--- src/rtl/urv_pipe_ctrl_if.sv ---
// Bundle of stall/kill/perf signals between the uRV pipeline stages and
// the pipeline controller. The controller takes the slave side; the CPU
// top level (or a bench) takes the master side.
interface urv_pipe_ctrl_if #(
    parameter int g_num_stages = 4,
    parameter int g_cnt_width  = 32
);
    logic [g_num_stages-1:0] stall_req_i;
    logic                    branch_i;
    logic                    perf_clr_i;
    logic [g_num_stages-1:0] stall_o;
    logic [g_num_stages-1:0] kill_o;
    logic [g_cnt_width-1:0]  perf_stall_cnt_o;
    logic [g_cnt_width-1:0]  perf_kill_cnt_o;
    logic [g_cnt_width-1:0]  perf_branch_cnt_o;
    logic                    timeout_o;

    modport master (
        output stall_req_i, branch_i, perf_clr_i,
        input  stall_o, kill_o, perf_stall_cnt_o, perf_kill_cnt_o,
               perf_branch_cnt_o, timeout_o
    );

    modport slave (
        input  stall_req_i, branch_i, perf_clr_i,
        output stall_o, kill_o, perf_stall_cnt_o, perf_kill_cnt_o,
               perf_branch_cnt_o, timeout_o
    );
endinterface

--- src/rtl/urv_pipe_ctrl.sv ---
// Generic N-stage pipeline controller for uRV-class cores.
// Stall and kill strobes are combinational from the requests, the branch
// strobe and a small branch-shadow shift register; counters and the stall
// watchdog are registered.
module urv_pipe_ctrl #(
    parameter int                    g_num_stages      = 4,
    parameter int                    g_branch_stage    = 2,
    parameter logic [g_num_stages-1:0] g_self_stall_mask = 4'b0100,
    parameter int                    g_cnt_width       = 32,
    parameter int                    g_stall_timeout   = 0
) (
    input  logic              clk_i,
    input  logic              rst_i,
    urv_pipe_ctrl_if.slave    bus
);

    localparam logic [g_cnt_width-1:0] CNT_MAX = {g_cnt_width{1'b1}};

    // Reject parameter combinations the controller cannot implement.
    if (g_num_stages < 2 || g_num_stages > 8) begin : g_bad_num_stages
        $error("urv_pipe_ctrl: g_num_stages must be in 2..8");
    end
    if (g_branch_stage < 1 || g_branch_stage > g_num_stages - 1) begin : g_bad_branch_stage
        $error("urv_pipe_ctrl: g_branch_stage must be in 1..g_num_stages-1");
    end
    if (g_cnt_width < 8 || g_cnt_width > 40) begin : g_bad_cnt_width
        $error("urv_pipe_ctrl: g_cnt_width must be in 8..40");
    end
    if (g_stall_timeout < 0) begin : g_bad_timeout
        $error("urv_pipe_ctrl: g_stall_timeout must be >= 0");
    end

    // Saturating increment: never wraps past all-ones.
    function automatic logic [g_cnt_width-1:0] sat_inc(
        input logic [g_cnt_width-1:0] cnt,
        input logic                   en
    );
        if (en && (cnt != CNT_MAX)) begin
            return cnt + {{(g_cnt_width-1){1'b0}}, 1'b1};
        end else begin
            return cnt;
        end
    endfunction

    logic [g_num_stages-1:0]   stall_s;
    logic [g_num_stages-1:0]   kill_s;
    logic                      kill_acc_s;
    logic                      branch_adv_s;
    logic                      timeout_s;
    logic [g_branch_stage-1:0] sh_r;
    logic [g_cnt_width-1:0]    stall_cnt_r;
    logic [g_cnt_width-1:0]    kill_cnt_r;
    logic [g_cnt_width-1:0]    branch_cnt_r;

    // A stage holds when any later stage requests a stall, or when its own
    // request is configured to hold itself.
    always_comb begin
        stall_s = {g_num_stages{1'b0}};
        for (int i = 0; i < g_num_stages; i++) begin
            stall_s[i] = bus.stall_req_i[i] & g_self_stall_mask[i];
            for (int j = i + 1; j < g_num_stages; j++) begin
                stall_s[i] = stall_s[i] | bus.stall_req_i[j];
            end
        end
    end

    // Stages 1..B are killed by a live branch or by any older shadow bit that
    // has not yet drained past them; fetch and post-branch stages never are.
    always_comb begin
        kill_s     = {g_num_stages{1'b0}};
        kill_acc_s = bus.branch_i;
        for (int s = 1; s <= g_branch_stage; s++) begin
            kill_acc_s = kill_acc_s | sh_r[s-1];
            kill_s[s]  = kill_acc_s;
        end
    end

    // A branch is only taken into the shadow (and counted) once the branch
    // stage actually advances.
    assign branch_adv_s = bus.branch_i & ~stall_s[g_branch_stage];

    // Branch shadow: shifts only while the branch stage advances.
    always_ff @(posedge clk_i or posedge rst_i) begin
        if (rst_i) begin
            sh_r <= {g_branch_stage{1'b0}};
        end else if (!stall_s[g_branch_stage]) begin
            sh_r[0] <= bus.branch_i;
            for (int k = 1; k < g_branch_stage; k++) begin
                sh_r[k] <= sh_r[k-1];
            end
        end
    end

    // Saturating performance counters; clear wins over increment.
    always_ff @(posedge clk_i or posedge rst_i) begin
        if (rst_i) begin
            stall_cnt_r  <= {g_cnt_width{1'b0}};
            kill_cnt_r   <= {g_cnt_width{1'b0}};
            branch_cnt_r <= {g_cnt_width{1'b0}};
        end else if (bus.perf_clr_i) begin
            stall_cnt_r  <= {g_cnt_width{1'b0}};
            kill_cnt_r   <= {g_cnt_width{1'b0}};
            branch_cnt_r <= {g_cnt_width{1'b0}};
        end else begin
            stall_cnt_r  <= sat_inc(stall_cnt_r, stall_s[0]);
            kill_cnt_r   <= sat_inc(kill_cnt_r, kill_s[g_branch_stage]);
            branch_cnt_r <= sat_inc(branch_cnt_r, branch_adv_s);
        end
    end

    if (g_stall_timeout > 0) begin : g_wd
        localparam int WD_W = $clog2(g_stall_timeout + 1);
        localparam logic [WD_W-1:0] WD_MAX = WD_W'(g_stall_timeout);
        localparam logic [WD_W-1:0] WD_ONE = WD_W'(1);

        logic [WD_W-1:0] wd_r;
        logic            timeout_r;

        // Count consecutive fetch-stall cycles; the flag trips on the edge
        // where the count reaches the limit and then sticks until cleared.
        always_ff @(posedge clk_i or posedge rst_i) begin
            if (rst_i) begin
                wd_r      <= {WD_W{1'b0}};
                timeout_r <= 1'b0;
            end else if (bus.perf_clr_i) begin
                wd_r      <= {WD_W{1'b0}};
                timeout_r <= 1'b0;
            end else if (stall_s[0]) begin
                if (wd_r != WD_MAX) begin
                    wd_r <= wd_r + WD_ONE;
                end
                if (wd_r == WD_MAX - WD_ONE) begin
                    timeout_r <= 1'b1;
                end
            end else begin
                wd_r <= {WD_W{1'b0}};
            end
        end

        assign timeout_s = timeout_r;
    end else begin : g_no_wd
        assign timeout_s = 1'b0;
    end

    assign bus.stall_o           = stall_s;
    assign bus.kill_o            = kill_s;
    assign bus.perf_stall_cnt_o  = stall_cnt_r;
    assign bus.perf_kill_cnt_o   = kill_cnt_r;
    assign bus.perf_branch_cnt_o = branch_cnt_r;
    assign bus.timeout_o         = timeout_s;

endmodule

--- src/flat_wrapper.sv ---
// flat-port wrapper written by rule: the top's interface ports become plain ports
module urv_pipe_ctrl_flat 
#(
    parameter int                    g_num_stages      = 4,
    parameter int                    g_branch_stage    = 2,
    parameter logic [g_num_stages-1:0] g_self_stall_mask = 4'b0100,
    parameter int                    g_cnt_width       = 32,
    parameter int                    g_stall_timeout   = 0
)
  (clk_i, rst_i, bus_stall_req_i, bus_branch_i, bus_perf_clr_i, bus_stall_o, bus_kill_o, bus_perf_stall_cnt_o, bus_perf_kill_cnt_o, bus_perf_branch_cnt_o, bus_timeout_o);
  urv_pipe_ctrl_if #(.g_num_stages(g_num_stages), .g_cnt_width(g_cnt_width)) bus_i ();
  input  logic clk_i;
  input  logic rst_i;
  input wire logic [$bits(bus_i.stall_req_i)-1:0] bus_stall_req_i;
  input wire logic [$bits(bus_i.branch_i)-1:0] bus_branch_i;
  input wire logic [$bits(bus_i.perf_clr_i)-1:0] bus_perf_clr_i;
  output wire logic [$bits(bus_i.stall_o)-1:0] bus_stall_o;
  output wire logic [$bits(bus_i.kill_o)-1:0] bus_kill_o;
  output wire logic [$bits(bus_i.perf_stall_cnt_o)-1:0] bus_perf_stall_cnt_o;
  output wire logic [$bits(bus_i.perf_kill_cnt_o)-1:0] bus_perf_kill_cnt_o;
  output wire logic [$bits(bus_i.perf_branch_cnt_o)-1:0] bus_perf_branch_cnt_o;
  output wire logic [$bits(bus_i.timeout_o)-1:0] bus_timeout_o;
  assign bus_i.stall_req_i = bus_stall_req_i;
  assign bus_i.branch_i = bus_branch_i;
  assign bus_i.perf_clr_i = bus_perf_clr_i;
  assign bus_stall_o = bus_i.stall_o;
  assign bus_kill_o = bus_i.kill_o;
  assign bus_perf_stall_cnt_o = bus_i.perf_stall_cnt_o;
  assign bus_perf_kill_cnt_o = bus_i.perf_kill_cnt_o;
  assign bus_perf_branch_cnt_o = bus_i.perf_branch_cnt_o;
  assign bus_timeout_o = bus_i.timeout_o;
  urv_pipe_ctrl #(.g_num_stages(g_num_stages), .g_branch_stage(g_branch_stage), .g_self_stall_mask(g_self_stall_mask), .g_cnt_width(g_cnt_width), .g_stall_timeout(g_stall_timeout)) u_core (.clk_i(clk_i), .rst_i(rst_i), .bus(bus_i));
endmodule
--- config.mk ---
export PLATFORM = sky130hd
export DESIGN_NAME = urv_pipe_ctrl_flat
export DESIGN_NICKNAME = d
export VERILOG_FILES = /design/src/rtl/urv_pipe_ctrl_if.sv /design/src/rtl/urv_pipe_ctrl.sv /design/src/flat_wrapper.sv
export SDC_FILE = /design/constraint.sdc
export NUM_CORES = 1
export LEC_CHECK = 0
export BUFFER_PORTS_ARGS = -buffer_cell sky130_fd_sc_hd__buf_2
export CAP_MARGIN = 20
export CORE_MARGIN = 1.5
export CORE_UTILIZATION = 45
export DETAILED_ROUTE_END_ITERATION = 7
export PLACE_DENSITY = 0.67
export SLEW_MARGIN = 20
export SYNTH_ARGS = -nofsm -noshare
export SYNTH_HDL_FRONTEND = slang
export SYNTH_SLANG_ARGS = --single-unit
--- constraint.sdc ---
create_clock -name clk_i -period 7.7 [get_ports clk_i]
set_input_delay 1.54 -clock clk_i [delete_from_list [all_inputs] [get_ports clk_i]]
set_output_delay 1.54 -clock clk_i [all_outputs]
set_load 0.01 [all_outputs]
==> out/results.txt, run 1 <==
The run finished with clean final reports. The number of warnings reported in the yosys synthesis log was 0. Critical path launch point type: an input port.

The run gives 113 as the I/O pin total. Ranked by total cell area, the synthesized netlist is headed by dfrtp_1 (44%), a21oi_1 (5.2%), or4_1 (4.1%). Global routing consumed, over all layers together, 21.24% of the routing resources. Initial antenna violation count: 0. For the required time reported for the critical path endpoint, the log shows 6.16 ns. By instance count, the leading cell after synthesis is dfrtp_1. The fraction of final layout cells with drive strength greater than 1 was 21.31%.

The largest total area in the synthesized netlist belongs to dfrtp_1. The post-route clock period utilization works out to 55.38%. Setup repair after global routing left no endpoint under its margin. The wire length reported by the detailed router is 13770 um. The worst setup path is captured at a primary output. The most used flip-flop cell after synthesis is dfrtp_1.

Clock skew on the completed layout was measured at 0.006896 ns. Entering global routing, the biggest net connects 71 pins. The initial standard-cell utilization of the core was 46.48%. Counting cells, the worst reg-to-reg path comes to 6.

TritonCTS built the clock tree. In the synthesized netlist, the number of instances is 609. The multi-input combinational cells in the finished layout cover a total of 2937 um2. For the total core area, the log shows 12110 um2. The run gives 0 as the count of endpoints failing setup in the final report. The startpoint identified for the worst hold timing path is u_core.sh_r[0]. The horizontal die dimension was 114.8 um; the area of the die was 13190 um2. The tools report the HPWL after detailed placement as 9369 um. For this design, the CTS-stage hold fixing added 0 buffers.

The number of endpoints with negative hold slack in the final report is 0. In this run the tool buffered the top-level ports with 107 buffer cells. The run gives 0.002816 uW as the static power due to leakage.

Max-cap violations in this run came to 0. The worst register-to-register path ends at u_core.bus.perf_stall_cnt_o[29]. For the worst setup path, the data arrival time is 2.72 ns.

The first-iteration detailed-routing DRC count is 447. The number of instances on the worst hold path is 1, and the weighted congestion reported at the end of routability-driven placement is 0.8370. Summing all placed instances gives a cell area of 6230 um2. Post-synthesis area per instance: 9.243 um2. The number of cells upsized or downsized after cts is 0, and the area of all sequential standard cells is 2452 um2. The net count of the finished layout was 711; the total number of clock tree sinks was 98. The per-cell routed wire length is 15.79 um. In this run the core area contains 40 standard-cell rows. The overall power consumption is 1040 uW. The share of flip-flops with an asynchronous set or reset after synthesis was 100.0%; the total DRC errors in the routed layout was 0. The tools report the beginning of the worst register-to-register path as u_core.bus.perf_stall_cnt_o[14]. The maximum fanout along the worst path is 15. The run gives 22680 um as the global-route wire length before repair.

0 antenna diodes ended up in the layout. Adding up every negative setup slack in the final design gives 0 ns. The clock-pin slew reported for the worst setup and hold paths after clock tree synthesis was 0.07 ns; the sequential area share after synthesis was 43.57%.

The post-detailed-route count of antenna-violating nets was 0; the worst hold slack across all endpoints was 0.5102 ns. The later-pin clock latency in the skew report was 0.35 ns; the average via count per standard cell was 5.927. The number of fill cells in the layout was 1147; the number of global-route vias before repair was 4640. The number of iterations in the first detailed-routing pass is 5, and the number of buffers created by CTS is 9. Count of final max-slew check failures: 0.

At the pin with the least slew margin, the transition time is 0.8876 ns. The class of the most critical setup path is input port to primary output. In this run the number of H-tree levels came out at 3. The shortest clock period the worst path allows after layout came out at 4.264 ns. The portion of synthesized cell area occupied by the leading cell type was 43.57%; the total power per unit cell area was 159.6 nW/um2.

The setup fix buffers added after clock tree synthesis came out at 0. Sorting the synthesized cells by how often they occur yields dfrtp_1 (98), a21oi_1 (59), nor2_1 (47). Hold path endpoint: u_core.sh_r[0]. The area growth from synthesis to layout is 15.76%. The number of flops mapped to enable cells by yosys came out at 0. The run gives 0 as the global route total overflow.

Measured against its own limit, the worst slew margin works out to 40.83%. Number of different library cells in the post-synthesis netlist: 61. For the netlist area before placement, the log shows 5629 um2.

The largest vdd supply drop was 116.8 uV. The total of flip-flops plus latches after synthesis is 98. The die is 114.8 um tall. The setup check on the worst reg-to-reg path leaves a slack of 4.83 ns. The path class of the tightest hold or removal check is flip-flop to flip-flop.

The maximum clock frequency is 234.5 MHz, and the maximum buffer depth of the clock tree is 2. The post-route cell area was 6516 um2. Clock tree root driver cell: clkbuf_16. Number of vias after detailed routing: 5168.
==> through the flow <==
step	utilization (%)	worst slack [ns]	cells
3_5_place_dp	51.44	3.459	857
2_1_floorplan	-	3.598	612
4_1_cts	53.80	3.458	872
3_3_place_gp	51.44	3.478	857
6_report	53.80	3.436	872
5_1_grt	53.80	3.358	872
==> layer usage <==
layer  vias up  share of wire, %  GRT usage, %
met4         0               1.5         8.230
met1      2533                47         30.22
met5         -                 0             0
met2       153                46         32.82
met3        11               4.9         3.110
li1       2471                 -             -
==> layout make-up <==
type                       instances  share of cell area (%)
sequential                        98                   37.63
inverter                          16                  0.9601
timing repair buffer             111                   8.717
multi-input combinational        464                   45.07
clock buffer                      12                   3.783
tap                              168                   3.226
clock inverter                     3                  0.6144
==> how the worst max path moves through the flow <==
stage,start,endpoint,slack [ns]
2_1_floorplan,rst_i,u_core.bus.perf_branch_cnt_o[0],3.60
3_3_place_gp,bus_stall_req_i[3],bus_stall_o[0],3.48
3_5_place_dp,bus_stall_req_i[3],bus_stall_o[0],3.46
4_1_cts,bus_stall_req_i[3],bus_stall_o[0],3.46
5_1_grt,bus_stall_req_i[3],bus_stall_o[0],3.36
6_report,bus_stall_req_i[3],bus_stall_o[0],3.44
==> worst max-delay path: stages <==
cell    delay (ns)
buf_2         0.12
nor3_1        0.29
buf_4         0.25
inv_1         0.27
buf_2         0.24
==> kinds of logic (layout without fill, tap and decap cells) <==
| logic type | count (synthesis) | in the layout | synth area share [%] |
|---|---|---|---|
| compound gates | 137 | 137 | 15.16 |
| xor+xnor | 17 | 17 | 2.645 |
| fa+ha+maj | 3 | 3 | 0.6669 |
| buf+inv | 50 | 142 | 4.468 |
| flops | 98 | 98 | 43.57 |
| mux | 17 | 17 | 3.668 |
| other cells | 1 | 4 | 0.06662 |
| simple gates | 286 | 286 | 29.76 |
==> flip-flops by register name, summed over array words and instances (netlist names) <==
name	count
u_core.bus.perf_kill_cnt_o	32
u_core.sh_r	2
u_core.bus.perf_branch_cnt_o	32
u_core.bus.perf_stall_cnt_o	32
==> layout by cell type (no fill, tap or decap), drive strengths merged, types with 15 or more instances in the layout <==
| master | count |
|---|---|
| o31ai | 27 |
| or3 | 31 |
| nor4 | 15 |
| nand3 | 38 |
| a21oi | 59 |
| nand2 | 33 |
| buf | 111 |
| o21ai | 29 |
| dfrtp | 98 |
| or4 | 32 |
| nand4 | 30 |
| inv | 16 |
| nor2 | 48 |
==> where the power goes <==
group | leakage [uW] | total [uW] | internal [uW] | switching [uW]
logic | 0.00131 | 62.0 | 17.7 | 44.3
clock network | 0.000142 | 448 | 258 | 190
registers | 0.00136 | 530 | 521 | 9.00
total | 0.00282 | 1040 | 797 | 243
(Power assumes the default switching activity.)
==> inputs of run 2 (changes only) <==
--- a/config.mk
+++ b/config.mk
@@ -10,7 +10,7 @@
 export CORE_MARGIN = 1.5
 export CORE_UTILIZATION = 45
 export DETAILED_ROUTE_END_ITERATION = 7
-export PLACE_DENSITY = 0.67
+export PLACE_DENSITY = 0.7
 export SLEW_MARGIN = 20
 export SYNTH_ARGS = -nofsm -noshare
 export SYNTH_HDL_FRONTEND = slang
==> constraint.sdc (replaced) <==
create_clock -name clk_i -period 3.5 [get_ports clk_i]
set_input_delay 0.7 -clock clk_i [delete_from_list [all_inputs] [get_ports clk_i]]
set_output_delay 0.7 -clock clk_i [all_outputs]
set_load 0.01 [all_outputs]
==> run 2 against run 1 <==
  * Design area rose by 0.38%
  * Critical endpoint unchanged
  * Routed wire length rose by 0.18%
  * Utilization rose by 0.21 points
  * Total power rose by 120%
  * Setup slack got worse by 2.5 ns
  * Cell count rose by 0.34%
  * Sequential cell count did not move
  * Via count rose by 0.54%
==> out/results.txt, run 2 (synthesis results as in run 1) <==
The flow ran to the end, and the final reports show no timing, DRC or antenna violations. In the final routed layout, each cell accounts on average for 15.76 um. Critical path launch point type: an input port.

The number of cells after detailed placement was 859. The tools report the HPWL after detailed placement as 9555 um. The net count of the finished layout is 713. Clock tree synthesis found a total of 98 sinks. For this configuration, the core starts out at a cell density of 46.48%.

The largest vdd supply drop is 275.4 uV. Data on the critical path arrives at its endpoint at 1.91 ns. Number of buffers created by CTS: 9. The logs give 0 for the count of endpoints failing setup in the final report and 0 for the total DRC errors in the routed layout. The post-route netlist has 21.64% of its cells at a drive strength greater than 1. The initialized floorplan defines 40 standard-cell rows. Global routing finished with a remaining overflow of 0. The slew of the pin with the lowest slew margin was 0.8265 ns.

Routability-driven placement finished with a final weighted congestion of 0.8418. Between clock sinks in the finished design, the worst skew comes to 0.006606 ns. The largest net degree at the start of global routing was 84; the horizontal die dimension was 114.8 um. The average via count per standard cell was 5.938.

The area of all sequential standard cells is 2452 um2, and the number of antenna cells inserted is 0. The setup TNS came out at 0 ns. The class of the most critical setup path was input port to primary output. The smallest clock period supported by the final layout is computed as 2.609 ns.

For the number of endpoints with negative hold slack in the final report, the log shows 0. The wire length reported by the detailed router is 13790 um. TritonCTS built the clock tree. The tools report the number of fill cells in the layout as 1158. The initial antenna violation count came out at 0. Most frequent standard cell in the layout excluding fill and tap cells: buf_2. In this run the vertical extent of the chip is 114.8 um.

In this run the count of I/O pins placed on the die edge is 113. The count of nets left with antenna violations once routing finished came out at 0. The library cells used most frequently in the layout, excluding fill and tap cells, are buf_2 (106), dfrtp_1 (98), a21oi_1 (59). The tools report the nature of the critical path endpoint as a primary output. The run gives 4788 as the number of global-route vias before repair.

The total global-route track usage was 21.59%. The maximum buffer depth of the clock tree is 2, and the clock-pin slew reported for the worst setup and hold paths after clock tree synthesis is 0.07 ns. The tools report the later-pin clock latency in the skew report as 0.35 ns.

Measured against its own limit, the worst slew margin works out to 44.90%. In this run the static leakage power is 0.002831 uW. The tools report the first-iteration detailed-routing DRC count as 245. The number of iterations in the first detailed-routing pass came out at 5.

The number of cells upsized or downsized after cts came out at 0. The H-tree level count was 3. Setup repair after global routing left no endpoint under its margin. Dividing total power by cell area gives a power density of 346.0 nW/um2. The maximum clock frequency was 383.3 MHz; the area occupied by multi-input gates was 2937 um2. The tools report the global-route wire length before repair as 23030 um. Of all nets on the critical path, the largest fanout is 15. Area of the die: 13190 um2. The post-route clock period utilization works out to 74.55%. The total area inside the core boundary comes to 12110 um2. The count of final max-slew check failures came out at 0. The cell sitting at the root of the clock tree is a clkbuf_16. The required time reported for the critical path endpoint was 2.80 ns; the setup fix buffers added after clock tree synthesis was 0.

For the number of vias after detailed routing, the log shows 5196. Compared with the post-synthesis result, the final layout area differs by 16.20%. The count of buffers from port buffering is 107, and the filler-free cell count of the finished design is 875.

The count of max-cap constraint violations came out at 0. Path category of the worst min-delay check: flip-flop to flip-flop. The tools report the total of hold buffers inserted after clock tree synthesis as 0.
==> run 2: cell count changes in the layout (fill, tap and decap cells not counted), sizes merged <==
cell    delta
buf        +2
clkbuf     +2
bufinv     -1
==> run 2: where the power goes <==
part / switching, uW / internal (uW)
Combinational: 97.7 / 41.2
Clock: 420 / 539
Sequential: 18.9 / 1150
==> run 2: final cells by class <==
type                    instances  area share (%)
multi-input cells             464           44.89
flip-flops and latches         98           37.49
repair buffers                113           9.105
clock buffers                  14           4.189
well taps                     168           3.213
inverters                      16          0.9564
clock inverters                 2          0.1530
==> run 2: metrics by stage <==
| step | hold WS [ns] | utilization (%) | cell area, um2 | total power [uW] | worst slack (ns) |
|---|---|---|---|---|---|
| after global placement | 0.4759 | 51.66 | 6257 | 1322 | 0.9277 |
| after detailed placement | 0.4827 | 51.66 | 6257 | 1328 | 0.8925 |
| after global routing | 0.5276 | 54.01 | 6541 | 2354 | 0.6817 |
| after CTS | 0.4977 | 54.01 | 6541 | 2287 | 0.9060 |
| after floorplan | 0.4581 | - | 5640 | 1285 | 0.2379 |
| final | 0.4946 | 54.01 | 6541 | 2263 | 0.8908 |
==> run 2: per-layer routing <==
metal / vias to the layer above / GRT usage, % / share of wire, %
li1: 2483 / - / -
met1: 2542 / 29.69 / 46
met2: 157 / 34.37 / 47
met3: 14 / 3.268 / 5.3
met4: 0 / 8.724 / 1.6
met5: - / 0 / 0
==> run 2: path summary, 6_finish.rpt <==
path,slack (ns),cells past startpoint,startpoint,to
worst min-delay path,0.49,1,u_core.sh_r[0],u_core.sh_r[0]
worst max-delay path,0.89,5,bus_stall_req_i[3],bus_stall_o[0]
worst min register to register,0.49,1,u_core.sh_r[0],u_core.sh_r[0]
max in group asynchronous,2.30,3,rst_i,u_core.bus.perf_stall_cnt_o[14]
min in group asynchronous,0.51,2,rst_i,u_core.sh_r[0]
worst max register to register,0.90,5,u_core.bus.perf_kill_cnt_o[20],u_core.bus.perf_kill_cnt_o[31]
==> run 2: worst max-delay path, cell delays in order <==
cell and delay (ns):
buf_2 0.12, nor3_1 0.33, buf_4 0.26, inv_1 0.26, buf_2 0.24
==> inputs of run 3 (changes only) <==
--- a/config.mk
+++ b/config.mk
@@ -5,12 +5,13 @@
 export SDC_FILE = /design/constraint.sdc
 export NUM_CORES = 1
 export LEC_CHECK = 0
+export ABC_AREA = 1
 export BUFFER_PORTS_ARGS = -buffer_cell sky130_fd_sc_hd__buf_2
 export CAP_MARGIN = 20
 export CORE_MARGIN = 1.5
 export CORE_UTILIZATION = 45
 export DETAILED_ROUTE_END_ITERATION = 7
-export PLACE_DENSITY = 0.7
+export PLACE_DENSITY = 0.66
 export SLEW_MARGIN = 20
 export SYNTH_ARGS = -nofsm -noshare
 export SYNTH_HDL_FRONTEND = slang
==> constraint.sdc (replaced) <==
create_clock -name clk_i -period 2.6 [get_ports clk_i]
set_input_delay 0.52 -clock clk_i [delete_from_list [all_inputs] [get_ports clk_i]]
set_output_delay 0.52 -clock clk_i [all_outputs]
set_load 0.01 [all_outputs]
==> run 3 against run 2 <==
  * Synthesized cell count grew 68%
  * First-iteration DRC count grew 93%
  * Non-clock buffer count increased by 6
  * Worst hold slack got worse by 0.20 ns
  * Design area is 18% higher
  * Largest cell class unchanged
  * Critical path type is now flip-flop to flip-flop
==> out/results.txt, run 3 <==
Horizontal die dimension: 124.8 um. Compared with the post-synthesis result, the final layout area differs by 15.83%. Summed over all instances, the cell type with the most area after synthesis is dfrtp_1. After detailed placement, the total cell area comes to 7380 um2.

For the number of fill cells in the layout, the log shows 1525. The run finished with clean final reports. The count of endpoints failing setup in the final report came out at 0. The tools report the area of all sequential standard cells as 2452 um2. The run gives 5933 as the number of global-route vias before repair. Path category of the worst min-delay check: input port to asynchronous set/reset pin. In this run, placement finished with an instance count of 1300.

Setup repair after global routing left no endpoint under its margin. The post-route clock period utilization came out at 81.57%. For this design the static power due to leakage is 0.003811 uW. For the wire length reported by the detailed router, the log shows 17570 um.

The beginning of the worst register-to-register path was u_core.bus.perf_branch_cnt_o[1]. For the total of hold buffers inserted after clock tree synthesis, the log shows 0. For this run the aggregate overflow at the end of global routing stands at 0.

During I/O placement, the number of pins put on the boundary was 113. The sequential area share after synthesis was 36.72%; the count of max-cap constraint violations was 0. The tools report the clock tree root driver cell as clkbuf_16.

STA classifies the critical path startpoint as a flip-flop. Across the routed clock network, the largest skew measured is 0.005365 ns. For the pin with the worst max-slew slack, the measured transition is 0.7267 ns. The tree built by TritonCTS fans out to 98 sinks. The cell count after synthesis came out at 1021. The number of rows in the core area was 44; the setup TNS was 0 ns. By area the synthesized netlist is led by dfrtp_1 (37%), nand2_1 (23%), nand3_1 (8.1%). The post-route netlist has 15.28% of its cells at a drive strength greater than 1.

STA puts the critical path data arrival time at 2.41 ns. The compound-gate portion of the synthesized area came out at 4.871%. For the worst-skew pair, the clock arrives at the later sink with an insertion delay of 0.35 ns. The largest net degree at the start of global routing was 99; the net count of the finished layout was 1138. Static timing analysis puts the maximum clock frequency at 471.5 MHz. Most repeated cell in the gate-level netlist after synthesis: nand2_1. The initial standard-cell utilization of the core is 45.95%. The detail route stage leaves a number of antenna-violating nets equal to 0. The overall power consumption was 3387 uW. The number of flops mapped to enable cells by yosys works out to 0. The synthesized-area fraction occupied by and/or/nand/nor cells works out to 44.98%.

The library cell used most frequently in the layout, excluding fill and tap cells, is nand2_1. The proportion of synthesized area in mux cells works out to 0.1499%. The congestion estimate from routability-driven global placement came to 0.9246. The average via count per standard cell came out at 5.023.

The critical path in this run is classified as flip-flop to flip-flop. For this run, design rule violations remaining after detail routing come to 0. After synthesis, the most frequently instantiated cells are nand2_1 (402), nor2_1 (142), nand3_1 (108). The maximum buffer depth of the clock tree was 2. After synthesis, the mean cell area works out to 6.542 um2.

Clock-pin slew was measured on the worst setup and hold paths at 0.07 ns. The count of final max-slew check failures is 0, and the total of flip-flops plus latches after synthesis is 98. The portion of synthesized cell area occupied by the leading cell type was 36.72%. Global-route wire length before repair: 30130 um.

The die covers 15580 um2. The H-tree was split into 3 levels. The tools report the number of iterations in the first detailed-routing pass as 5. The finished cells cover 7736 um2. Buffers placed on the I/O ports in this run total 107. The tightest slew margin relative to the limit is 51.55%. The shortest clock period the worst path allows after layout was 2.121 ns. The main combinational cell family by area after synthesis is simple AND/OR/NAND/NOR gates. The mapped netlist covers 6679 um2. Total global-route track usage: 23.40%.

The vertical die dimension was 124.8 um; the total core area was 14530 um2. Summing over every cut layer, the via total after detailed routing is 6615. The adder-cell share of the synthesized area was 0.5620%. The xor-xnor portion of the synthesized cell area works out to 4.852%.

TritonCTS built the clock tree. The number of different library cells in the post-synthesis netlist is 36, and the first-iteration detailed-routing DRC count is 473. Nature of the critical path endpoint: a flip-flop. Summing all multi-input logic gate instances after layout gives 3716 um2.

After legalization and detailed placement, the total HPWL measured 12670 um. Counting the buffers created by CTS gives 9. The worst-case IR drop observed on VDD is 358.2 uV.

For the worst flop-to-flop path, the logic depth is 11. Among all flip-flop cells after synthesis, the most frequent one is dfrtp_1. The top cell types in the final layout, fill and taps aside, are nand2_1 (402), nor2_1 (142), nand3_1 (108). Post-CTS timing repair inserted 0 buffers for setup.

Data on the critical path is required at its endpoint by 2.89 ns. The run gives 1317 as the filler-free cell count of the finished design. Counting flops with an async set or reset pin after synthesis yields a share of 100.0%.

The logs give 0.2960 ns for the worst hold slack across all endpoints and 0 for the number of warnings reported in the yosys synthesis log. Dividing the detail-routed wire length by the instance count gives 13.34 um. The number of endpoints with negative hold slack in the final report was 0. The tools report the worst setup path startpoint as u_core.bus.perf_branch_cnt_o[1]. The maximum fanout along the worst path works out to 21. Dividing total power by cell area gives a power density of 437.9 nW/um2.

For the initial antenna violation count, the log shows 1. In this run, post-CTS repair resized a total of 0 instances.
run 3: cell count changes in the layout (fill, tap and decap cells not counted), moves of 31 or more:
cell / previous run / this run
nor2_1: 47 / 142
nand3_1: 38 / 108
a21oi_1: 59 / 4
or4_1: 31 / 0
nand2_1: 33 / 402
inv_1: 15 / 84
run 3: area by class of cell:
class | count | area share (%)
diodes | 1 | 0.03235
clock buffers | 12 | 3.316
clock inverters | 4 | 1.262
inverters | 89 | 4.432
multi-input cells | 810 | 48.03
flip-flops and latches | 98 | 31.70
well taps | 184 | 2.976
repair buffers | 119 | 8.248
run 3: metrics by stage:
| stage | util, % | worst slack, ns |
|---|---|---|
| 6_report | 53.23 | 0.4792 |
| 3_3_place_gp | 50.77 | 0.5339 |
| 2_1_floorplan | - | 0.9033 |
| 4_1_cts | 53.21 | 0.4662 |
| 5_1_grt | 53.21 | 0.2765 |
| 3_5_place_dp | 50.77 | 0.4905 |
run 3: cell families (layout without fill, tap and decap cells):
logic type / Yosys count / after routing
AOI/OAI and AO/OA: 61 / 61
xor gates and xnor gates: 37 / 37
adders and majority gates: 3 / 3
buffers and inverters: 116 / 224
DFF: 98 / 98
muxes: 1 / 1
other: 1 / 5
and+or+nand+nor: 704 / 704
run 3: path summary, 6_finish.rpt:
path	endpoint	slack, ns
max	u_core.bus.perf_branch_cnt_o[31]	0.48
min	u_core.bus.perf_stall_cnt_o[2]	0.30
max reg2reg	u_core.bus.perf_branch_cnt_o[31]	0.48
min reg2reg	u_core.sh_r[1]	0.49
max in group asynchronous	u_core.bus.perf_branch_cnt_o[16]	1.87
min in group clk_i	u_core.sh_r[0]	0.45
run 3: where the power goes:
part / internal (uW) / switching (uW) / total, uW / leakage [uW]
sequential: 1540 / 14.8 / 1560 / 0.00136
clock: 995 / 610 / 1600 / 0.000169
combinational: 59.0 / 169 / 228 / 0.00228
total: 2590 / 793 / 3390 / 0.00381
run 3: metal layers:
layer	track usage (%)	vias up	wire (um)
met2	36.68	174	8047
met3	3.136	11	814
met5	0	-	0
met4	5.882	0	188
li1	-	3400	-
met1	34.21	3030	8523
run 3: worst max-delay path, stage by stage, from the launching register on:
cell	delay, ns
dfrtp_1	0.41
ha_1	0.21
nand2_2	0.08
nor2_4	0.13
nand2_2	0.13
nor2_8	0.19
nand2_4	0.08
nand2_4	0.13
nand2_4	0.13
inv_2	0.36
nand2_1	0.10
nand2_1	0.08
